==> config.mk <==
export PLATFORM = sky130hd
export DESIGN_NAME = ascon_ctrl_fsm_flat
export DESIGN_NICKNAME = d
export VERILOG_FILES = /design/src/rtl/ascon_ctrl_fsm_if.sv /design/src/rtl/ascon_ctrl_fsm.sv /design/src/flat_wrapper.sv
export SDC_FILE = /design/constraint.sdc
export NUM_CORES = 1
export LEC_CHECK = 0
export ABC_AREA = 0
export CORE_AREA = 2 2 39 41
export CTS_CLUSTER_DIAMETER = 60
export CTS_CLUSTER_SIZE = 16
export DETAILED_ROUTE_END_ITERATION = 10
export DIE_AREA = 0 0 41 43
export DONT_BUFFER_PORTS = 1
export GPL_ROUTABILITY_DRIVEN = 0
export PLACE_DENSITY = 0.61
export SKIP_LAST_GASP = 1
export SYNTH_ARGS = -nofsm -noshare
export SYNTH_HDL_FRONTEND = slang
export SYNTH_SLANG_ARGS = --single-unit
==> constraint.sdc <==
create_clock -name clock_i -period 4.1 [get_ports clock_i]
set_clock_uncertainty 0.1 [all_clocks]
set_input_delay 0.615 -clock clock_i [delete_from_list [all_inputs] [get_ports clock_i]]
set_output_delay 0.615 -clock clock_i [all_outputs]
set_load 0.02 [all_outputs]
==> src/rtl/ascon_ctrl_fsm_if.sv <==
// Handshake and datapath-control bundle between an Ascon AEAD sequencer and its user.
// The master issues requests and blocks; the slave is the control FSM.
interface ascon_ctrl_fsm_if;
    logic       start_i;
    logic       data_valid_i;
    logic       last_block_i;
    logic       enable_o;
    logic       selectionp_o;
    logic       bypass_begin_o;
    logic       bypass_end_o;
    logic       mode_init_data_o;
    logic       mode_int_ext_o;
    logic       en_cipher_o;
    logic       en_tag_o;
    logic [3:0] round_o;
    logic       data_ready_o;
    logic       busy_o;
    logic       done_o;

    modport master (
        output start_i, data_valid_i, last_block_i,
        input  enable_o, selectionp_o, bypass_begin_o, bypass_end_o,
        input  mode_init_data_o, mode_int_ext_o, en_cipher_o, en_tag_o,
        input  round_o, data_ready_o, busy_o, done_o
    );

    modport slave (
        input  start_i, data_valid_i, last_block_i,
        output enable_o, selectionp_o, bypass_begin_o, bypass_end_o,
        output mode_init_data_o, mode_int_ext_o, en_cipher_o, en_tag_o,
        output round_o, data_ready_o, busy_o, done_o
    );
endinterface

==> src/rtl/ascon_ctrl_fsm.sv <==
// Moore sequencer for an Ascon AEAD datapath: p12 init, p6 per AD/PT block, p12 finalization.
// Outputs decode from state and round counter only.
module ascon_ctrl_fsm (
    input logic              clock_i,
    input logic              resetb_i,
    ascon_ctrl_fsm_if.slave  ctrl_if
);

    typedef enum logic [2:0] {
        S_IDLE, S_INIT, S_WAIT_AD, S_AD, S_WAIT_PT, S_PT, S_FIN, S_DONE
    } state_e;

    localparam logic [3:0] ROUND_P12  = 4'd0;
    localparam logic [3:0] ROUND_P6   = 4'd6;
    localparam logic [3:0] ROUND_LAST = 4'd11;

    state_e     state_q, state_d;
    logic [3:0] round_q, round_d;
    logic       last_round;

    assign last_round = (round_q == ROUND_LAST);

    always_ff @(posedge clock_i) begin
        // NOTE: non-blocking so state and round both update from pre-edge values.
        if (resetb_i) begin
            state_q <= S_IDLE;
            round_q <= ROUND_P12;
        end else begin
            state_q <= state_d;
            round_q <= round_d;
        end
    end

    // The counter parks at 11 while waiting, so round_o stays stable during stalls.
    always_comb begin
        // NOTE: defaults first so every path assigns every signal and no latch is inferred.
        state_d = state_q;
        round_d = round_q;
        case (state_q)
            S_IDLE: begin
                if (ctrl_if.start_i) begin
                    state_d = S_INIT;
                    round_d = ROUND_P12;
                end
            end
            S_INIT: begin
                if (last_round) state_d = S_WAIT_AD;
                else            round_d = round_q + 4'd1;
            end
            S_WAIT_AD: begin
                if (ctrl_if.data_valid_i) begin
                    state_d = S_AD;
                    round_d = ROUND_P6;
                end
            end
            S_AD: begin
                if (last_round) state_d = S_WAIT_PT;
                else            round_d = round_q + 4'd1;
            end
            S_WAIT_PT: begin
                if (ctrl_if.data_valid_i) begin
                    if (ctrl_if.last_block_i) begin
                        state_d = S_FIN;
                        round_d = ROUND_P12;
                    end else begin
                        state_d = S_PT;
                        round_d = ROUND_P6;
                    end
                end
            end
            S_PT: begin
                if (last_round) state_d = S_WAIT_PT;
                else            round_d = round_q + 4'd1;
            end
            S_FIN: begin
                if (last_round) state_d = S_DONE;
                else            round_d = round_q + 4'd1;
            end
            S_DONE: begin
                state_d = S_IDLE;
                round_d = ROUND_P12;
            end
            default: begin
                state_d = S_IDLE;
                round_d = ROUND_P12;
            end
        endcase
    end

    logic enable, selectionp, bypass_begin, bypass_end;
    logic mode_init_data, mode_int_ext, en_cipher, en_tag;
    logic data_ready, done;

    always_comb begin
        enable         = 1'b0;
        selectionp     = 1'b1;
        bypass_begin   = 1'b1;
        bypass_end     = 1'b1;
        mode_init_data = 1'b1;
        mode_int_ext   = 1'b0;
        en_cipher      = 1'b0;
        en_tag         = 1'b0;
        data_ready     = 1'b0;
        done           = 1'b0;
        case (state_q)
            S_IDLE: selectionp = 1'b0;
            S_INIT: begin
                enable = 1'b1;
                if (round_q == ROUND_P12) selectionp = 1'b0;
                if (last_round) begin
                    bypass_end   = 1'b0;
                    mode_int_ext = 1'b1;
                end
            end
            S_WAIT_AD, S_WAIT_PT: data_ready = 1'b1;
            S_AD: begin
                enable = 1'b1;
                if (round_q == ROUND_P6) bypass_begin = 1'b0;
                if (last_round)          bypass_end   = 1'b0;
            end
            S_PT: begin
                enable = 1'b1;
                if (round_q == ROUND_P6) begin
                    bypass_begin = 1'b0;
                    en_cipher    = 1'b1;
                end
            end
            S_FIN: begin
                enable = 1'b1;
                // Round 0 absorbs the last block then XORs the key in ahead of p12.
                if (round_q == ROUND_P12) begin
                    bypass_begin   = 1'b0;
                    mode_init_data = 1'b0;
                    en_cipher      = 1'b1;
                end
                if (last_round) begin
                    bypass_end   = 1'b0;
                    mode_int_ext = 1'b1;
                    en_tag       = 1'b1;
                end
            end
            S_DONE: done = 1'b1;
            default: ;
        endcase
    end

    assign ctrl_if.enable_o         = enable;
    assign ctrl_if.selectionp_o     = selectionp;
    assign ctrl_if.bypass_begin_o   = bypass_begin;
    assign ctrl_if.bypass_end_o     = bypass_end;
    assign ctrl_if.mode_init_data_o = mode_init_data;
    assign ctrl_if.mode_int_ext_o   = mode_int_ext;
    assign ctrl_if.en_cipher_o      = en_cipher;
    assign ctrl_if.en_tag_o         = en_tag;
    assign ctrl_if.round_o          = (state_q == S_IDLE) ? ROUND_P12 : round_q;
    assign ctrl_if.data_ready_o     = data_ready;
    assign ctrl_if.busy_o           = (state_q != S_IDLE);
    assign ctrl_if.done_o           = done;

endmodule

==> src/flat_wrapper.sv <==
// flat-port wrapper written by rule: the top's interface ports become plain ports
module ascon_ctrl_fsm_flat 
  (clock_i, resetb_i, ctrl_if_start_i, ctrl_if_data_valid_i, ctrl_if_last_block_i, ctrl_if_enable_o, ctrl_if_selectionp_o, ctrl_if_bypass_begin_o, ctrl_if_bypass_end_o, ctrl_if_mode_init_data_o, ctrl_if_mode_int_ext_o, ctrl_if_en_cipher_o, ctrl_if_en_tag_o, ctrl_if_round_o, ctrl_if_data_ready_o, ctrl_if_busy_o, ctrl_if_done_o);
  ascon_ctrl_fsm_if ctrl_if_i ();
  input logic clock_i;
  input logic resetb_i;
  input wire logic [$bits(ctrl_if_i.start_i)-1:0] ctrl_if_start_i;
  input wire logic [$bits(ctrl_if_i.data_valid_i)-1:0] ctrl_if_data_valid_i;
  input wire logic [$bits(ctrl_if_i.last_block_i)-1:0] ctrl_if_last_block_i;
  output wire logic [$bits(ctrl_if_i.enable_o)-1:0] ctrl_if_enable_o;
  output wire logic [$bits(ctrl_if_i.selectionp_o)-1:0] ctrl_if_selectionp_o;
  output wire logic [$bits(ctrl_if_i.bypass_begin_o)-1:0] ctrl_if_bypass_begin_o;
  output wire logic [$bits(ctrl_if_i.bypass_end_o)-1:0] ctrl_if_bypass_end_o;
  output wire logic [$bits(ctrl_if_i.mode_init_data_o)-1:0] ctrl_if_mode_init_data_o;
  output wire logic [$bits(ctrl_if_i.mode_int_ext_o)-1:0] ctrl_if_mode_int_ext_o;
  output wire logic [$bits(ctrl_if_i.en_cipher_o)-1:0] ctrl_if_en_cipher_o;
  output wire logic [$bits(ctrl_if_i.en_tag_o)-1:0] ctrl_if_en_tag_o;
  output wire logic [$bits(ctrl_if_i.round_o)-1:0] ctrl_if_round_o;
  output wire logic [$bits(ctrl_if_i.data_ready_o)-1:0] ctrl_if_data_ready_o;
  output wire logic [$bits(ctrl_if_i.busy_o)-1:0] ctrl_if_busy_o;
  output wire logic [$bits(ctrl_if_i.done_o)-1:0] ctrl_if_done_o;
  assign ctrl_if_i.start_i = ctrl_if_start_i;
  assign ctrl_if_i.data_valid_i = ctrl_if_data_valid_i;
  assign ctrl_if_i.last_block_i = ctrl_if_last_block_i;
  assign ctrl_if_enable_o = ctrl_if_i.enable_o;
  assign ctrl_if_selectionp_o = ctrl_if_i.selectionp_o;
  assign ctrl_if_bypass_begin_o = ctrl_if_i.bypass_begin_o;
  assign ctrl_if_bypass_end_o = ctrl_if_i.bypass_end_o;
  assign ctrl_if_mode_init_data_o = ctrl_if_i.mode_init_data_o;
  assign ctrl_if_mode_int_ext_o = ctrl_if_i.mode_int_ext_o;
  assign ctrl_if_en_cipher_o = ctrl_if_i.en_cipher_o;
  assign ctrl_if_en_tag_o = ctrl_if_i.en_tag_o;
  assign ctrl_if_round_o = ctrl_if_i.round_o;
  assign ctrl_if_data_ready_o = ctrl_if_i.data_ready_o;
  assign ctrl_if_busy_o = ctrl_if_i.busy_o;
  assign ctrl_if_done_o = ctrl_if_i.done_o;
  ascon_ctrl_fsm u_core (.clock_i(clock_i), .resetb_i(resetb_i), .ctrl_if(ctrl_if_i));
endmodule
==> out/metrics.cfg, run 1 <==
[yosys]
synth_area_per_cell_um2=7.03
synthMuxAreaShare_pct=3.00
synth_top_family_by_area=simple AND/OR/NAND/NOR gates
yosysSeqAreaShare_pct=21.0
synth_compound_area_share_pct=24.9
synthAdderAreaFrac_pct=5.62
netlist-cell-type-count=37
yosys.area_share.simple_pct=32.4
postSynthCellCount=95
yosys_warnings=0
synthXorXnorAreaFrac_pct=3.93
synth-seq-cells=7
synthesis.nets=103
syn_area_um2=668

[routing]
drc=0
postRouteAntennaNets=0
drt_wl_total_mm=1.50
drtIter0Drc=16
routed-via-count=654
vias_per_cell=5.95
wire_per_inst_um=13.7
dr.pass1.iters=7

[run]
cap_violations=0

[floorplan]
die_h_um=43
start_util_pct=48.3
io_pins=20
dieArea_mm2=0.00176
rows=14
fp.dieW_um=41
core_area_mm2=0.00138

[final_layout]
nFillCells=128
drive_above_1_share_pct=8.51
multi_input_area_um2=467
final_common_cell=nor2_1
diodes=0
areaGrowthSynthToFinish_pct=2.25
final_util_pct=49.4
layout.area.seq_um2=140
final_area_um2=683
fin_nets=103
most-common-layout-cells=nor2_1 (14), nand2_1 (9), inv_1 (8)

[sta]
rsz0062_at_grt=false
setup_viol=0
finalHoldViolCount=0
hold_ws_ns=0.317
setup_ws_ns=1.59
tightest_slew_ns=0.675
min_period_ns=2.51
fin_crit_sh_pct=61.2
slew_headroom_pct=54.6
fin_setup_tns_ns=0
fmax_mhz=399
drv_slew=0

[clocking]
cts.htree.levels=1
cts_tree=done
clk_pin_slew_ns=0.06
ctsResizeCount=0
post_cts_buffers=0
clockBufferDepth=2
ctsHoldBuffers=0
clkSinkCount=7
cts-root-buf=clkbuf_4
cts_buffers=3
clk_latency_ns=0.25

[power_and_ir_drop]
pwr-share-comb_pct=37.0
p_leak_nw=0.237
clkPwrFrac_pct=25.1
powerDensity_mw_per_mm2=381
power_frac_seq_pct=37.9
swShare_pct=43.2
internal-power_mw=0.148
netSwitchingPower_mw=0.113
ir_drop_v=0.000172

[worst_setup_path]
reg2reg_depth=5
cp-startpoint=u_core.state_q[0]$_SDFFE_PP0P_
start_kind=flip-flop
r2r_end=u_core.state_q[1]$_SDFFE_PP0P_
ff2ff_setup_slack_ns=2.27
end_kind=output pin
arrival_ns=1.79
crit_fanout=21
cp.required_ns=3.38
regToRegStartpoint=u_core.state_q[2]$_SDFFE_PP0P_
setup.worst_path.end=ctrl_if_mode_int_ext_o
cp_cell_sequence=or3b_1 -> a21oi_1
crit_slowest_cell=dfxtp_1
path_class=flip-flop to output pin
slowest_delay_ns=0.71

[grt]
grt_overflow=0
grt_pass1_wl_mm=2.28
grt_start_max_net_pins=22
grt.total_usage_pct=19.1
antenna_found_initial=0
first_global_vias=523

[outcome]
outcome=completed

[placement]
pre_cts_slack_ns=1.87
dp_hpwl_mm=1.16
place_area_um2=657
port-buffer-count=0

[min_path]
hold_class=primary input to flip-flop
hold_start=resetb_i
min_path_cells=1

[through the flow]
step	cells	power, mW
final	110	0.260
after global routing	110	0.282
after CTS	110	0.262
after detailed placement	106	0.197
after global placement	106	0.196
after floorplan	95	0.182
[layer usage]
layer	track usage (%)	part of all wire [%]	routed length (um)	vias up
li1	-	-	-	333
met2	26.3	46	698	24
met5	0	0	0	-
met1	26.0	45	673	295
met4	8.67	0.93	14	0
met3	6.81	7.6	114	2
[worst min path at each step]
stage,endpoint,slack [ns]
CTS,u_core.state_q[1]$_SDFFE_PP0P_,0.31
floorplan,u_core.round_q[0]$_SDFFE_PP0P_,0.39
global placement,u_core.round_q[0]$_SDFFE_PP0P_,0.41
finish,u_core.state_q[1]$_SDFFE_PP0P_,0.32
detailed placement,u_core.round_q[0]$_SDFFE_PP0P_,0.41
global route,u_core.state_q[1]$_SDFFE_PP0P_,0.30
[flip-flops by register name, summed over array words and instances, names as in the netlist]
name and count:
u_core.round_q 4, u_core.state_q 3
[final cells by class]
cell class                 count  area share, %
sequential                     7           20.5
inverter                       8           4.40
tap                           16           2.93
multi-input combinational     75           68.3
clock buffer                   4           3.85
[power by group through the flow]
stage                     Clock (mW)  Sequential (mW)  Combinational (mW)
after floorplan                    0           0.0832              0.0992
after global placement             0           0.0997              0.0958
after detailed placement           0            0.100              0.0968
after CTS                     0.0660           0.0985              0.0973
after global routing          0.0724            0.101               0.109
final                         0.0652           0.0988              0.0963
[synthesized netlist by cell type]
cell type	n	area share, %
nor2_1	14	7.9
nand2_1	9	5.1
inv_1	8	4.5
dfxtp_1	7	21
a21oi_1	6	4.5
nand3_1	5	3.7
o21ai_0	5	3.7
buf_2	4	3.0
ha_1	3	5.6
a211oi_2	2	3.7
a31oi_1	2	1.9
mux2i_1	2	3.0
nor2b_1	2	1.9
nor3_1	2	1.5
xnor2_1	2	2.6
a2111oi_0	1	1.3
a2111oi_1	1	1.5
a211oi_1	1	1.1
a21o_1	1	1.1
a221oi_1	1	1.3
and3_1	1	0.94
buf_6	1	1.7
nand2_2	1	0.94
nand2b_1	1	0.94
nand3b_1	1	1.1
nand4_1	1	0.94
nor3b_1	1	1.1
nor3b_2	1	1.9
nor4b_1	1	1.3
o2111ai_1	1	1.3
o211ai_1	1	1.1
o21a_1	1	1.1
o31ai_1	1	1.1
or2_2	1	0.94
or3_1	1	0.94
or3b_1	1	1.3
xor2_1	1	1.3
[worst max-delay path, delay by kind of cell, from the launching register on]
kind	cells	cell delay, ns
flops	1	0.71
simple gates	1	0.42
compound gates	1	0.41
[cells by family (layout without fill, tap and decap cells)]
family                   Yosys count  after routing
AO/OA/AOI/OAI                     24             24
flip-flops                         7              7
multiplexers                       2              2
adder cells (fa/ha/maj)            3              3
XOR/XNOR                           3              3
buffers and inverters             13             12
AND/OR/NAND/NOR                   43             43
Note: power is estimated with default switching activity, not from simulation.
==> run 2, diff against run 1 <==
==> constraint.sdc (replaced) <==
create_clock -name clock_i -period 2.5 [get_ports clock_i]
set_clock_uncertainty 0.1 [all_clocks]
set_input_delay 0.375 -clock clock_i [delete_from_list [all_inputs] [get_ports clock_i]]
set_output_delay 0.375 -clock clock_i [all_outputs]
set_load 0.02 [all_outputs]
==> out/metrics.cfg, run 2 (synthesis results as in run 1) <==
[clocking]
clockBufferDepth=2
cts.htree.levels=1
clk_pin_slew_ns=0.05
cts_tree=done
clk_latency_ns=0.26
ctsResizeCount=0
post_cts_buffers=0
cts-root-buf=clkbuf_4
cts_buffers=3
ctsHoldBuffers=0
clkSinkCount=7

[floorplan]
core_area_mm2=0.00138
start_util_pct=48.3
dieArea_mm2=0.00176
rows=14
fp.dieW_um=41
io_pins=20
die_h_um=43

[routing]
routed-via-count=657
drtIter0Drc=13
drc=0
wire_per_inst_um=13.7
dr.pass1.iters=4
drt_wl_total_mm=1.52
vias_per_cell=5.92
postRouteAntennaNets=0

[sta]
drv_slew=0
tightest_slew_ns=0.640
fin_crit_sh_pct=91.8
min_period_ns=2.29
slew_headroom_pct=56.9
fin_setup_tns_ns=0
setup_viol=0
rsz0062_at_grt=false
finalHoldViolCount=0
fmax_mhz=436

[worst_setup_path]
crit_fanout=14
cp_cell_sequence=nand2_2 -> nor2_1 -> nand3_1 -> o31ai_1 -> buf_4
regToRegStartpoint=u_core.state_q[2]$_SDFFE_PP0P_
reg2reg_depth=5
crit_buf_inv=1
start_kind=flip-flop
end_kind=output pin
slowest_delay_ns=0.62
path_class=flip-flop to output pin
crit_family=flip-flops
arrival_ns=1.82
cp.required_ns=2.03
r2r_end=u_core.state_q[1]$_SDFFE_PP0P_
ff2ff_setup_slack_ns=0.61
crit_slowest_cell=dfxtp_1

[min_path]
min_path_cells=1
holdPathEnd=u_core.state_q[1]$_SDFFE_PP0P_
hold_class=primary input to flip-flop
hold_start=resetb_i

[final_layout]
final_util_pct=49.9
largest_register=u_core.round_q
most-common-layout-cells=nor2_1 (14), nand2_1 (9), inv_1 (8)
final_common_cell=nor2_1
diodes=0
nFillCells=151
areaGrowthSynthToFinish_pct=3.37
fin_nets=104
largest_reg_flops=4
fin_cells=111
reg_top3=u_core.round_q: 4 flops, u_core.state_q: 3 flops
drive_above_1_share_pct=9.47

[grt]
grt.total_usage_pct=19.1
grt_start_max_net_pins=22
gr-usage-met3_pct=7.85
grt_pass1_wl_mm=2.33
met1_usage_pct=24.4
antenna_found_initial=0
busiest_layer=met2
first_global_vias=564
met2_usage_pct=28.7
grt_overflow=0

[power_and_ir_drop]
power_frac_seq_pct=38.3
swShare_pct=42.9
internal-power_mw=0.242
powerDensity_mw_per_mm2=614
p_leak_nw=0.242
ir_drop_v=0.000352
clkPwrFrac_pct=24.6
pwr-share-comb_pct=37.1
netSwitchingPower_mw=0.182

[placement]
dp_hpwl_mm=1.16
post-place-cells=107
port-buffer-count=0

[outcome]
outcome=completed

[run]
cap_violations=0

[run 2: area by class of cell]
class	count	area (um2)	area share, %
clock buffer	4	26.3	3.80
inverter	8	30.0	4.35
multi-input combinational	75	467	67.6
sequential	7	140	20.3
tap	16	20.0	2.90
timing repair buffer	1	7.51	1.09
[run 2: worst reg2reg max path, cell delays in order (launching register included)]
cell and delay, ns:
dfxtp_1 0.62, nand2_2 0.20, xor2_1 0.31, inv_1 0.24
a211oi_2 0.24, a211oi_2 0.06
[run 2: worst max-delay path by stage]
| stage | start | end | slack, ns | depth (start not counted) |
|---|---|---|---|---|
| after CTS | u_core.state_q[2]$_SDFFE_PP0P_ | ctrl_if_en_cipher_o | 0.21 | 5 |
| after global routing | u_core.state_q[2]$_SDFFE_PP0P_ | ctrl_if_en_cipher_o | 0.09 | 5 |
| final | u_core.state_q[2]$_SDFFE_PP0P_ | ctrl_if_en_cipher_o | 0.21 | 5 |
| after global placement | u_core.state_q[0]$_SDFFE_PP0P_ | ctrl_if_mode_int_ext_o | 0.54 | 2 |
| after floorplan | u_core.state_q[0]$_SDFFE_PP0P_ | ctrl_if_en_cipher_o | 0.67 | 4 |
| after detailed placement | u_core.state_q[2]$_SDFFE_PP0P_ | ctrl_if_en_cipher_o | 0.49 | 5 |
[run 2: metal layers]
layer,share of wire [%],wire length (um)
met3,6.4,97
met4,0.66,10
met2,47,708
met1,46,703
met5,0,0
[run 2: power groups by stage]
| stage | Sequential [mW] | Combinational [mW] | Clock (mW) |
|---|---|---|---|
| 2_1_floorplan | 0.137 | 0.163 | 0 |
| 3_3_place_gp | 0.164 | 0.158 | 0 |
| 3_5_place_dp | 0.165 | 0.158 | 0 |
| 4_1_cts | 0.162 | 0.159 | 0.109 |
| 5_1_grt | 0.167 | 0.177 | 0.112 |
| 6_report | 0.162 | 0.158 | 0.104 |
[run 2: metrics by stage]
stage / setup slack [ns] / hold slack (ns) / instance area, um2 / total power, mW
final: 0.205 / 0.0718 / 691 / 0.424
after CTS: 0.206 / 0.0661 / 691 / 0.430
after global placement: 0.540 / 0.342 / 664 / 0.321
after global routing: 0.0919 / 0.0657 / 691 / 0.456
after detailed placement: 0.493 / 0.342 / 664 / 0.323
after floorplan: 0.672 / 0.340 / 668 / 0.299
==> run 3, diff against run 2 <==
==> constraint.sdc (replaced) <==
create_clock -name clock_i -period 2.7 [get_ports clock_i]
set_clock_uncertainty 0.1 [all_clocks]
set_input_delay 0.405 -clock clock_i [delete_from_list [all_inputs] [get_ports clock_i]]
set_output_delay 0.405 -clock clock_i [all_outputs]
set_load 0.02 [all_outputs]
==> out/metrics.cfg, run 3 (synthesis results as in run 1) <==
[sta]
tightest_slew_ns=0.675
finalHoldViolCount=0
slew_headroom_pct=54.6
fin_crit_sh_pct=85.3
drv_slew=0
min_period_ns=2.30
setup_viol=0
rsz0062_at_grt=false
fin_setup_tns_ns=0
setup_ws_ns=0.398
fmax_mhz=434

[grt]
grt_start_max_net_pins=22
first_global_vias=516
grt_overflow=0
antenna_found_initial=0
grt.total_usage_pct=18.8
grt_pass1_wl_mm=2.26

[min_path]
hold_class=primary input to flip-flop

[outcome]
outcome=completed

[run]
cap_violations=0

[clocking]
ctsResizeCount=0
cts-root-buf=clkbuf_4
cts_tree=done
post_cts_buffers=0
clk_latency_ns=0.25
clk_pin_slew_ns=0.05
cts.htree.levels=1
clkSinkCount=7
cts_buffers=3
ctsHoldBuffers=0
clockBufferDepth=2

[floorplan]
die_h_um=43
io_pins=20
fp.dieW_um=41
start_util_pct=48.3
core_area_mm2=0.00138
dieArea_mm2=0.00176
rows=14

[worst_setup_path]
end_kind=output pin
start_kind=flip-flop
crit_fanout=21
cp.required_ns=2.19
arrival_ns=1.80
path_class=flip-flop to output pin

[final_layout]
diodes=0
reg_top3=u_core.round_q: 4 flops, u_core.state_q: 3 flops
final_common_cell=nor2_1
areaGrowthSynthToFinish_pct=2.25
drive_above_1_share_pct=8.51
largest_reg_flops=4
fin_nets=103
most-common-layout-cells=nor2_1 (14), nand2_1 (9), inv_1 (8)
final_util_pct=49.4
largest_register=u_core.round_q

[routing]
wire_per_inst_um=14.0
vias_per_cell=6.01
postRouteAntennaNets=0
dr.pass1.iters=4
routed-via-count=661
drt_wl_total_mm=1.54
drtIter0Drc=15
drc=0

[power_and_ir_drop]
ir_drop_v=0.000314
powerDensity_mw_per_mm2=571
p_leak_nw=0.237

[placement]
dp_hpwl_mm=1.17
port-buffer-count=0
pre_cts_slack_ns=0.657

-- run 3: cell types whose count changed in the layout (fill, tap and decap cells not counted) --
cell   change
buf_4      -1
-- run 3: area by class of cell --
type                            count  area [um2]
Clock buffer                        4        26.3
Inverter                            8        30.0
Sequential cell                     7         140
Multi-Input combinational cell     75         467
Fill cell                         145         701
Tap cell                           16        20.0
-- run 3: critical path: stages (launching register included) --
cell,delay (ns)
dfxtp_1,0.72
or3b_1,0.42
a21oi_1,0.41
-- run 3: per-stage QoR --
stage / cell area, um2 / std cells / hold WS (ns) / power [mW]
after floorplan: 668 / 95 / 0.370 / 0.277
after global placement: 657 / 106 / 0.372 / 0.297
after detailed placement: 657 / 106 / 0.373 / 0.300
after CTS: 683 / 110 / 0.108 / 0.394
after global routing: 683 / 110 / 0.102 / 0.420
final: 683 / 110 / 0.115 / 0.390
-- run 3: routing by layer --
layer	global-route usage [%]	wire, um	up-vias
met1	24.5	753	305
met5	0	0	-
met3	6.28	77	0
li1	-	-	337
met2	29.1	707	19
met4	4.00	0	0
-- run 3: path summary, 6_finish.rpt --
path,from,to,slack (ns),depth (start not counted)
setup reg to reg,u_core.state_q[2]$_SDFFE_PP0P_,u_core.state_q[1]$_SDFFE_PP0P_,0.86,5
hold reg to reg,u_core.round_q[0]$_SDFFE_PP0P_,u_core.round_q[0]$_SDFFE_PP0P_,0.43,2
hold / removal,resetb_i,u_core.state_q[1]$_SDFFE_PP0P_,0.12,1
setup / recovery,u_core.state_q[0]$_SDFFE_PP0P_,ctrl_if_mode_int_ext_o,0.40,2
-- run 3: where the power goes --
group	internal [mW]	leakage (nW)	switching (mW)
logic	0.0513	0.164	0.0955
registers	0.117	0.0575	0.0340
clock network	0.0562	0.0150	0.0363
